## config.mk

```make
export PLATFORM = sky130hd
export DESIGN_NAME = decoded_instr_queue
export DESIGN_NICKNAME = d
export VERILOG_FILES = /design/src/rtl/ariane_pkg.sv /design/src/rtl/decoded_instr_queue.sv
export SDC_FILE = /design/constraint.sdc
export NUM_CORES = 1
export LEC_CHECK = 0
export ABC_CLOCK_PERIOD_IN_PS = 8300
export CAP_MARGIN = 20
export CELL_PAD_IN_SITES_DETAIL_PLACEMENT = 1
export CELL_PAD_IN_SITES_GLOBAL_PLACEMENT = 1
export CORE_MARGIN = 2
export CORE_UTILIZATION = 50
export CTS_CLUSTER_DIAMETER = 40
export DETAILED_ROUTE_END_ITERATION = 10
export MAX_ROUTING_LAYER = met4
export PLACE_DENSITY_LB_ADDON = 0.2
export SETUP_SLACK_MARGIN = 0.1
export SYNTH_ARGS = -nofsm -noshare
export SYNTH_HDL_FRONTEND = slang
export SYNTH_SLANG_ARGS = --single-unit
export TNS_END_PERCENT = 5
```

## constraint.sdc

```tcl
create_clock -name clk_i -period 8.3 [get_ports clk_i]
set_input_delay 1.66 -clock clk_i [delete_from_list [all_inputs] [get_ports clk_i]]
set_output_delay 1.66 -clock clk_i [all_outputs]
set_load 0.02 [all_outputs]
```

## src/rtl/ariane_pkg.sv

```systemverilog
// Shared core types: the scoreboard entry carried from decode to issue, plus
// the sizing constants for the decoded-instruction queue.
package ariane_pkg;

  localparam int unsigned DEC_QUEUE_DEPTH         = 4;
  localparam int unsigned MAX_UNRESOLVED_BRANCHES = 1;

  typedef enum logic [2:0] {
    FU_NONE,
    FU_ALU,
    FU_BRANCH,
    FU_LOAD,
    FU_STORE,
    FU_MULT,
    FU_CSR
  } fu_t;

  typedef struct packed {
    logic [31:0] pc;
    fu_t         fu;
    logic [4:0]  rd;
    logic [4:0]  rs1;
    logic [4:0]  rs2;
    logic [31:0] imm;
  } scoreboard_entry_t;

endpackage

```

## src/rtl/decoded_instr_queue.sv

```systemverilog
// Registered FIFO of decoded instructions between decode and issue. It also
// holds a control-flow head back while too many branches are unresolved.
module decoded_instr_queue
  import ariane_pkg::*;
#(
  parameter int unsigned DEPTH          = DEC_QUEUE_DEPTH,
  parameter int unsigned MAX_UNRESOLVED = MAX_UNRESOLVED_BRANCHES
) (
  input  logic                                  clk_i,
  input  logic                                  rst_i,
  input  logic                                  flush_i,
  input  logic                                  flush_unissued_instr_i,
  input  scoreboard_entry_t                     decoded_instr_i,
  input  logic                                  decoded_instr_valid_i,
  input  logic                                  is_ctrl_flow_i,
  output logic                                  decoded_instr_ack_o,
  output scoreboard_entry_t                     issue_instr_o,
  output logic                                  issue_instr_valid_o,
  output logic                                  is_ctrl_flow_o,
  input  logic                                  issue_ack_i,
  input  logic                                  resolve_branch_i,
  output logic                                  full_o,
  output logic [$clog2(DEPTH+1)-1:0]            count_o,
  output logic [$clog2(MAX_UNRESOLVED+1)-1:0]   unresolved_o
);

  localparam int PTR_W = $clog2(DEPTH);
  localparam int CNT_W = $clog2(DEPTH + 1);
  localparam int UNR_W = $clog2(MAX_UNRESOLVED + 1);

  scoreboard_entry_t mem_q  [DEPTH];
  logic              ctrl_q [DEPTH];

  logic [PTR_W-1:0] wr_ptr_q, wr_ptr_d;
  logic [PTR_W-1:0] rd_ptr_q, rd_ptr_d;
  logic [CNT_W-1:0] count_q, count_d;
  logic [UNR_W-1:0] unresolved_q, unresolved_d;

  logic push, pop, head_ctrl, at_limit, br_inc, br_dec;

  assign head_ctrl = ctrl_q[rd_ptr_q];
  assign at_limit  = (unresolved_q == UNR_W'(MAX_UNRESOLVED));

  assign full_o       = (count_q == CNT_W'(DEPTH));
  assign count_o      = count_q;
  assign unresolved_o = unresolved_q;

  // Ack looks only at the offer, flushes and registered state, so issue
  // back-pressure never reaches decode combinationally.
  assign decoded_instr_ack_o = decoded_instr_valid_i & ~full_o & ~flush_i
                             & ~flush_unissued_instr_i & ~rst_i;
  assign push = decoded_instr_ack_o;

  assign issue_instr_o       = mem_q[rd_ptr_q];
  assign is_ctrl_flow_o      = head_ctrl;
  assign issue_instr_valid_o = (count_q != '0) & ~(head_ctrl & at_limit);
  assign pop                 = issue_ack_i & issue_instr_valid_o;

  assign br_inc = pop & head_ctrl;
  assign br_dec = resolve_branch_i & (unresolved_q != '0);

  // NOTE: storage carries no reset; only pointers and counters define which
  // entries are live, so resetting the array would buy nothing.
  always_ff @(posedge clk_i) begin
    if (push) begin
      mem_q[wr_ptr_q]  <= decoded_instr_i;
      ctrl_q[wr_ptr_q] <= is_ctrl_flow_i;
    end
  end

  // NOTE: every next-state variable gets a default at the top of the block so
  // no path through the branches below can infer a latch.
  always_comb begin
    wr_ptr_d     = wr_ptr_q;
    rd_ptr_d     = rd_ptr_q;
    count_d      = count_q;
    unresolved_d = unresolved_q;

    if (flush_i) begin
      wr_ptr_d     = '0;
      rd_ptr_d     = '0;
      count_d      = '0;
      unresolved_d = '0;
    end else if (flush_unissued_instr_i) begin
      wr_ptr_d = '0;
      rd_ptr_d = '0;
      count_d  = '0;
      if (br_dec) unresolved_d = unresolved_q - UNR_W'(1);
    end else begin
      if (push) wr_ptr_d = wr_ptr_q + PTR_W'(1);
      if (pop)  rd_ptr_d = rd_ptr_q + PTR_W'(1);
      count_d = count_q + CNT_W'(push) - CNT_W'(pop);
      unique case ({br_inc, br_dec})
        2'b10:   unresolved_d = unresolved_q + UNR_W'(1);
        2'b01:   unresolved_d = unresolved_q - UNR_W'(1);
        default: unresolved_d = unresolved_q;
      endcase
    end
  end

  // NOTE: sequential state uses non-blocking assignments so every register
  // samples the pre-edge values regardless of statement order.
  always_ff @(posedge clk_i) begin
    if (rst_i) begin
      wr_ptr_q     <= '0;
      rd_ptr_q     <= '0;
      count_q      <= '0;
      unresolved_q <= '0;
    end else begin
      wr_ptr_q     <= wr_ptr_d;
      rd_ptr_q     <= rd_ptr_d;
      count_q      <= count_d;
      unresolved_q <= unresolved_d;
    end
  end

  // Execute must never resolve more branches than were issued, and the head
  // gate must keep a control-flow pop from exceeding the limit.
  assert property (@(posedge clk_i) disable iff (rst_i)
                   !(resolve_branch_i && unresolved_q == '0))
    else $error("resolve_branch_i with no outstanding branch");

  assert property (@(posedge clk_i) disable iff (rst_i)
                   !(pop && head_ctrl && at_limit))
    else $error("control-flow pop at unresolved limit");

endmodule

```

==> run metrics, run 1 <==
Comb power frac=0.027; Worst-path clk slew=0.06 ns; Worst Path Arrival=roughly 3.6 ns; Post-Synth XOR/XNOR Area=0.000694; Layout area overhead=28.3%; clk_skew=between 0.02 and 0.025 ns; number of global-route vias before repair=6567; synthesized area per cell=between 20 and 30 µm²; max_slew headroom=0.310; GRT Total Usage=0.200; max_cap viols=0; startpoint types=primary input; multiplexer share of the synthesized area=0.153; Global Route met2 Usage=0.342; routability cong.=~0.74; leakage power=just over 5 nW; dpl hpwl=15.0 mm; Hold Vio Cnt, Final=0; Post-Synthesis Net Count=between 500 and 600; commonest cells in the synthesized netlist=edfxtp_1, mux4_2, dfxtp_1; Worst Path Buf+Inv=2; RSZ-0062 raised after global routing=false; Final #Nets=805; first-pass GRT wire length=around 38 mm; Worst Path Required=6.64 ns; Post-Synth Simple-Gate Area=0.0122; Post-Synth Adder-Cell Area=0.00754; VDD IR max=around 0.2 mV; post-synth top area share=0.790; PD cells=between 200 and 250 nW/µm²; Mapped Cells=497; largest family of logic cells by synthesized area=multiplexers; Die X=around 160 µm; CTS Buf Count=41; synth top area cells=edfxtp_1, mux4_2, dfxtp_1; final period utilization=0.636; sequential power share=0.498; Primary FF master, synth=edfxtp_1; root buffer cell=clkbuf_16; pin count of the biggest net entering global routing=67; IO Count=180; Non-Filler Instances=~1.1k; Post-CTS Setup Inserts=0; # rows=58; cts repair resizes=0; port buffer count=roughly 180; core box area=25000 µm²; die area=around 27000 µm²; die height=~160 µm; post-synth top area cell=edfxtp_1; Synth async-reset ratio=0; Internal=roughly 3.1 mW; # H-tree levels=2; CTS Buffer Depth=3; proportion of layout cells with a drive suffix above 1=0.223; fmax=189 MHz; yosys warns=0; Final min period=5.28 ns; CTS Hold Bufs=0; Compound-Gate Fraction of Synth Area=0.00744; GR Overflow Total=0; busiest grt layer=met2; Remaining DRCs=0; Clk network pwr share=0.475; CP max stage delay=between 0.6 and 0.7 ns; GR Util met3=0.0458; Final setup viols=0; Synth Cell Area=12600 µm²; Seq/Total Area, Yosys=0.806; Starting Density=0.505; Yosys reg bits=~340; critical path type=primary input to output port; Worst-Skew Late Latency=0.52 ns; delay-heaviest family, CP=buffers and inverters; CTS tree=done; Hold Crit Start=rd_ptr_q[1]; post-synth cell types=32; CP Launch Point=flush_unissued_instr_i; Final Instance Area=between 15000 and 20000 µm²; Global Route met1 Usage=0.237; antenna-violating nets left=0; routed len/inst=approximately 24 µm; final setup TNS=0 ns; crit path cell chain=clkdlybuf4s50_1, or3_1, nor3_2, clkdlybuf4s50_1; most common cell in the synthesized netlist=edfxtp_1; Final Max Slew Viols=0; placed instance count=994; vias=between 5k and 6k; worst-margin pin slew=just over 1 ns; routed vias/inst=approximately 5.5; Pre-antenna DRT Iters=4; Placement Cell Area=approximately 15000 µm²; Hold Crit Class=flip-flop to flip-flop; Slowest cell on crit path=clkdlybuf4s50_1; CP Max Fanout=6; final WL=25.3 mm; clock sink total=around 340; CP most frequent cell=clkdlybuf4s50_1; antenna violations before repair=2; sw frac=0.186; Post-synth EDFFs=~330; initial DRC count=~390; status=completed; net switching power=~0.71 mW; Critical Path Sink Type=output port
==> cell usage in the layout, fill, tap and decap left out, drive strengths merged, types with 3 or more instances in the layout <==
master / count
edfxtp: 332
clkdlybuf4s50: 179
mux4: 83
clkbuf: 52
clkinv: 11
dfxtp: 10
inv: 9
buf: 7
and2: 7
ha: 6
bufinv: 6
nor3: 4
nor2: 3
mux2i: 3
clkinvlp: 3
a221oi: 3
==> power by group through the flow <==
stage	Clock, mW	Combinational [mW]	Sequential (mW)
after floorplan	0	0.0238	1.94
after global placement	0	0.0962	1.94
after detailed placement	0	0.102	1.94
after CTS	1.85	0.103	1.91
after global routing	1.91	0.109	1.90
final	1.82	0.102	1.91
==> per-layer routing <==
| layer | wire length [µm] | up-vias |
|---|---|---|
| met5 | 0 | - |
| met4 | 560 | 0 |
| met3 | 1420 | 40 |
| met2 | 13400 | 166 |
| met1 | 9970 | 3085 |
| li1 | - | 2560 |
==> path summary, 6_finish.rpt <==
check             slack, ns  cells after the start                   to
hold / removal         0.48                      2            flip-flop
hold reg to reg        0.48                      2            flip-flop
setup reg to reg       4.61                     11           count_o[2]
setup / recovery       3.02                      4  decoded_instr_ack_o
==> metrics by stage <==
stage           util  setup slack, ns  hold WS (ns)  total power, mW
4_1_cts        0.647             2.96         0.481             3.86
3_5_place_dp   0.590             3.02         0.482             2.04
3_3_place_gp   0.590             3.09         0.456             2.04
2_1_floorplan      -             3.31         0.445             1.97
5_1_grt        0.648             2.90         0.500             3.93
6_report       0.648             3.02         0.478             3.83
==> flip-flops by register name, summed over array words and instances (netlist names), named ones only <==
name	cells
count_o	3
ctrl_q	4
mem_q	328
rd_ptr_q	2
unresolved_o	1
wr_ptr_q	2
==> tightest hold or removal path, stage by stage, from the launching register on <==
cell,delay [ns]
dfxtp_1,0.30
nand2_1,0.05
mux2i_1,0.08
==> kinds of logic after synthesis <==
kind of cell,count (synthesis)
AOI/OAI and AO/OA,10
xor gates and xnor gates,1
adders and majority gates,7
buffers and inverters,24
DFF,342
muxes,88
and+or+nand+nor,25
==> final cells by class <==
cell class / count / area [µm²]
fillers: 2000 / 8780
diodes: 2 / 5.00
repair buffers: 186 / 1860
clock buffers: 52 / 1130
flip-flops and latches: 342 / 10200
well taps: 330 / 413
clock inverters: 23 / 278
multi-input cells: 131 / 2290
inverters: 6 / 22.5
No activity file was read; power rests on OpenSTA's default activity.
==> inputs of run 2 (changes only) <==
Settings changed: ABC_CLOCK_PERIOD_IN_PS 8300 to 5000, CORE_UTILIZATION 50 to 48.
Clock period 8.3 ns to 5 ns, I/O delays scaled along.
==> run 2 against run 1 <==
Clock power grew 52%. First-iteration DRC count rose by 9.4%. Final cell count is essentially flat. Non-clock buffer count is 1 higher. Setup slack worse by 2.0 ns. Routed wire length grew 0.13%. Core utilization is 2.7 points lower. Critical path depth did not move. Worst hold slack gained 0.019 ns. Critical path type unchanged. Critical endpoint unchanged.
==> run metrics, run 2 (synthesized netlist as in run 1, its figures left out) <==
status=completed (unchanged); CP Max Fanout=6 (unchanged); final period utilization=0.799; VDD IR max=0.287 mV (was 0.195 mV); max_slew headroom=0.469 (was 0.310); core box area=25900 µm² (was 25000 µm²); Worst-Skew Late Latency=0.52 ns (about the same); routed len/inst=23.6 µm (about the same); Starting Density=0.487 (was 0.505); antenna-violating nets left=0 (unchanged); Hold Vio Cnt, Final=0 (unchanged); Worst Path Arrival=3.00 ns (was 3.62 ns); number of global-route vias before repair=6606 (was 6567); clock sink total=342 (unchanged); worst-margin pin slew=0.797 ns (was 1.03 ns); crit path cell chain=clkdlybuf4s50_1, or3_1, nor3_2, clkdlybuf4s50_1 (unchanged); startpoint types=primary input (unchanged); # rows=59 (was 58); clk_skew=0.0137 ns (was 0.0219 ns); max_cap viols=0 (unchanged); RSZ-0062 raised after global routing=false (unchanged); antenna violations before repair=2 (unchanged); CTS Buffer Depth=3 (unchanged); cts repair resizes=0 (unchanged); leakage power=5.05 nW (was 5.10 nW); GRT Total Usage=0.196 (was 0.200); CTS Hold Bufs=0 (unchanged); first-pass GRT wire length=40.0 mm (was 38.2 mm); Final Max Slew Viols=0 (unchanged); worst slack, placed=1.01 ns (was 3.02 ns); Final Instance Area=16100 µm² (was 16200 µm²); max reg flops=328 (unchanged); dpl hpwl=15.4 mm (was 15.0 mm); CP max stage delay=0.69 ns (about the same); PD cells=379 nW/µm² (was 236 nW/µm²); Slowest cell on crit path=clkdlybuf4s50_1 (unchanged); proportion of layout cells with a drive suffix above 1=0.213 (was 0.223); die height=166 µm (was 163 µm); CTS Buf Count=40 (was 41); # H-tree levels=2 (unchanged); routability cong.=0.772 (was 0.744); Die X=166 µm (was 163 µm); port buffer count=179 (unchanged); pin count of the biggest net entering global routing=50 (was 67); final setup TNS=0 ns (unchanged); Final min period=4.00 ns; CTS tree=done (unchanged); initial DRC count=430 (was 393); CP most frequent cell=clkdlybuf4s50_1 (unchanged); routed vias/inst=5.43 (was 5.46); Remaining DRCs=0 (unchanged); Final WS setup=1.00 ns (was 3.02 ns); IO Count=180 (unchanged); Final setup viols=0 (unchanged); die area=27600 µm² (was 26500 µm²); Largest Register=mem_q (unchanged); Final #Nets=805 (unchanged); fill count=2101 (was 2000); Worst-path clk slew=0.06 ns (about the same); most common cell after layout, fill and taps aside=edfxtp_1 (unchanged); Post-CTS Setup Inserts=0 (unchanged); commonest non-fill, non-tap cells in the layout=edfxtp_1, clkdlybuf4s50_1, mux4_2 (unchanged); GR Overflow Total=0 (unchanged); vias=5827 (was 5851); root buffer cell=clkbuf_16 (unchanged); critical path type=primary input to output port (unchanged); Layout area overhead=27.7% (was 28.3%); final WL=25.3 mm (about the same); Hold Crit Class=flip-flop to flip-flop (unchanged); Worst Path Required=4.00 ns (was 6.64 ns); Critical Path Sink Type=output port (unchanged); Placement Cell Area=14800 µm² (was 14700 µm²); fmax=around 250 MHz; Pre-antenna DRT Iters=4 (unchanged)
==> run 2: worst max-delay path, delay by kind of cell <==
| kind | cells | cell delay (ns) |
|---|---|---|
| buffers and inverters | 2 | 1.14 |
| AND/OR/NAND/NOR | 2 | 0.86 |
==> run 2: worst paths after layout <==
kind	startpoint	end	slack, ns	cells past startpoint
hold / removal	rd_ptr_q[1]	flip-flop	0.50	2
hold reg to reg	rd_ptr_q[1]	flip-flop	0.50	2
setup reg to reg	flip-flop	count_o[2]	2.04	10
setup / recovery	flush_unissued_instr_i	decoded_instr_ack_o	1.00	4
==> run 2: area by class of cell <==
cell class | count | area [µm²] | share of cell area
Clock buffer | 49 | 1080 | 0.0669
Tap cell | 335 | 419 | 0.0260
Inverter | 6 | 22.5 | 0.00140
Multi-Input combinational cell | 131 | 2290 | 0.142
Clock inverter | 21 | 200 | 0.0124
Timing Repair Buffer | 187 | 1910 | 0.119
Sequential cell | 342 | 10200 | 0.632
Antenna cell | 2 | 5.00 | 0.000311
==> run 2: report_power, final <==
group | switching [mW] | internal, mW
Combinational | 0.0769 | 0.0951
Clock | 1.09 | 1.69
Sequential | 0.00426 | 3.16
Total | 1.17 | 4.94
==> run 2: per-layer routing <==
layer,wire (µm),global-route usage,vias up
met5,0,-,-
met4,559,0.0609,0
met3,1520,0.0443,45
met2,12800,0.317,193
met1,10500,0.252,3028
li1,-,-,2561
==> run 2: per-stage QoR <==
stage | util | instances | total power, mW | hold WS, ns
after global placement | 0.572 | 1001 | 3.38 | 0.453
after detailed placement | 0.572 | 1001 | 3.39 | 0.490
after floorplan | - | 497 | 3.26 | 0.445
after global routing | 0.622 | 1073 | 6.30 | 0.542
final | 0.622 | 1073 | 6.11 | 0.496
after CTS | 0.621 | 1071 | 6.17 | 0.499
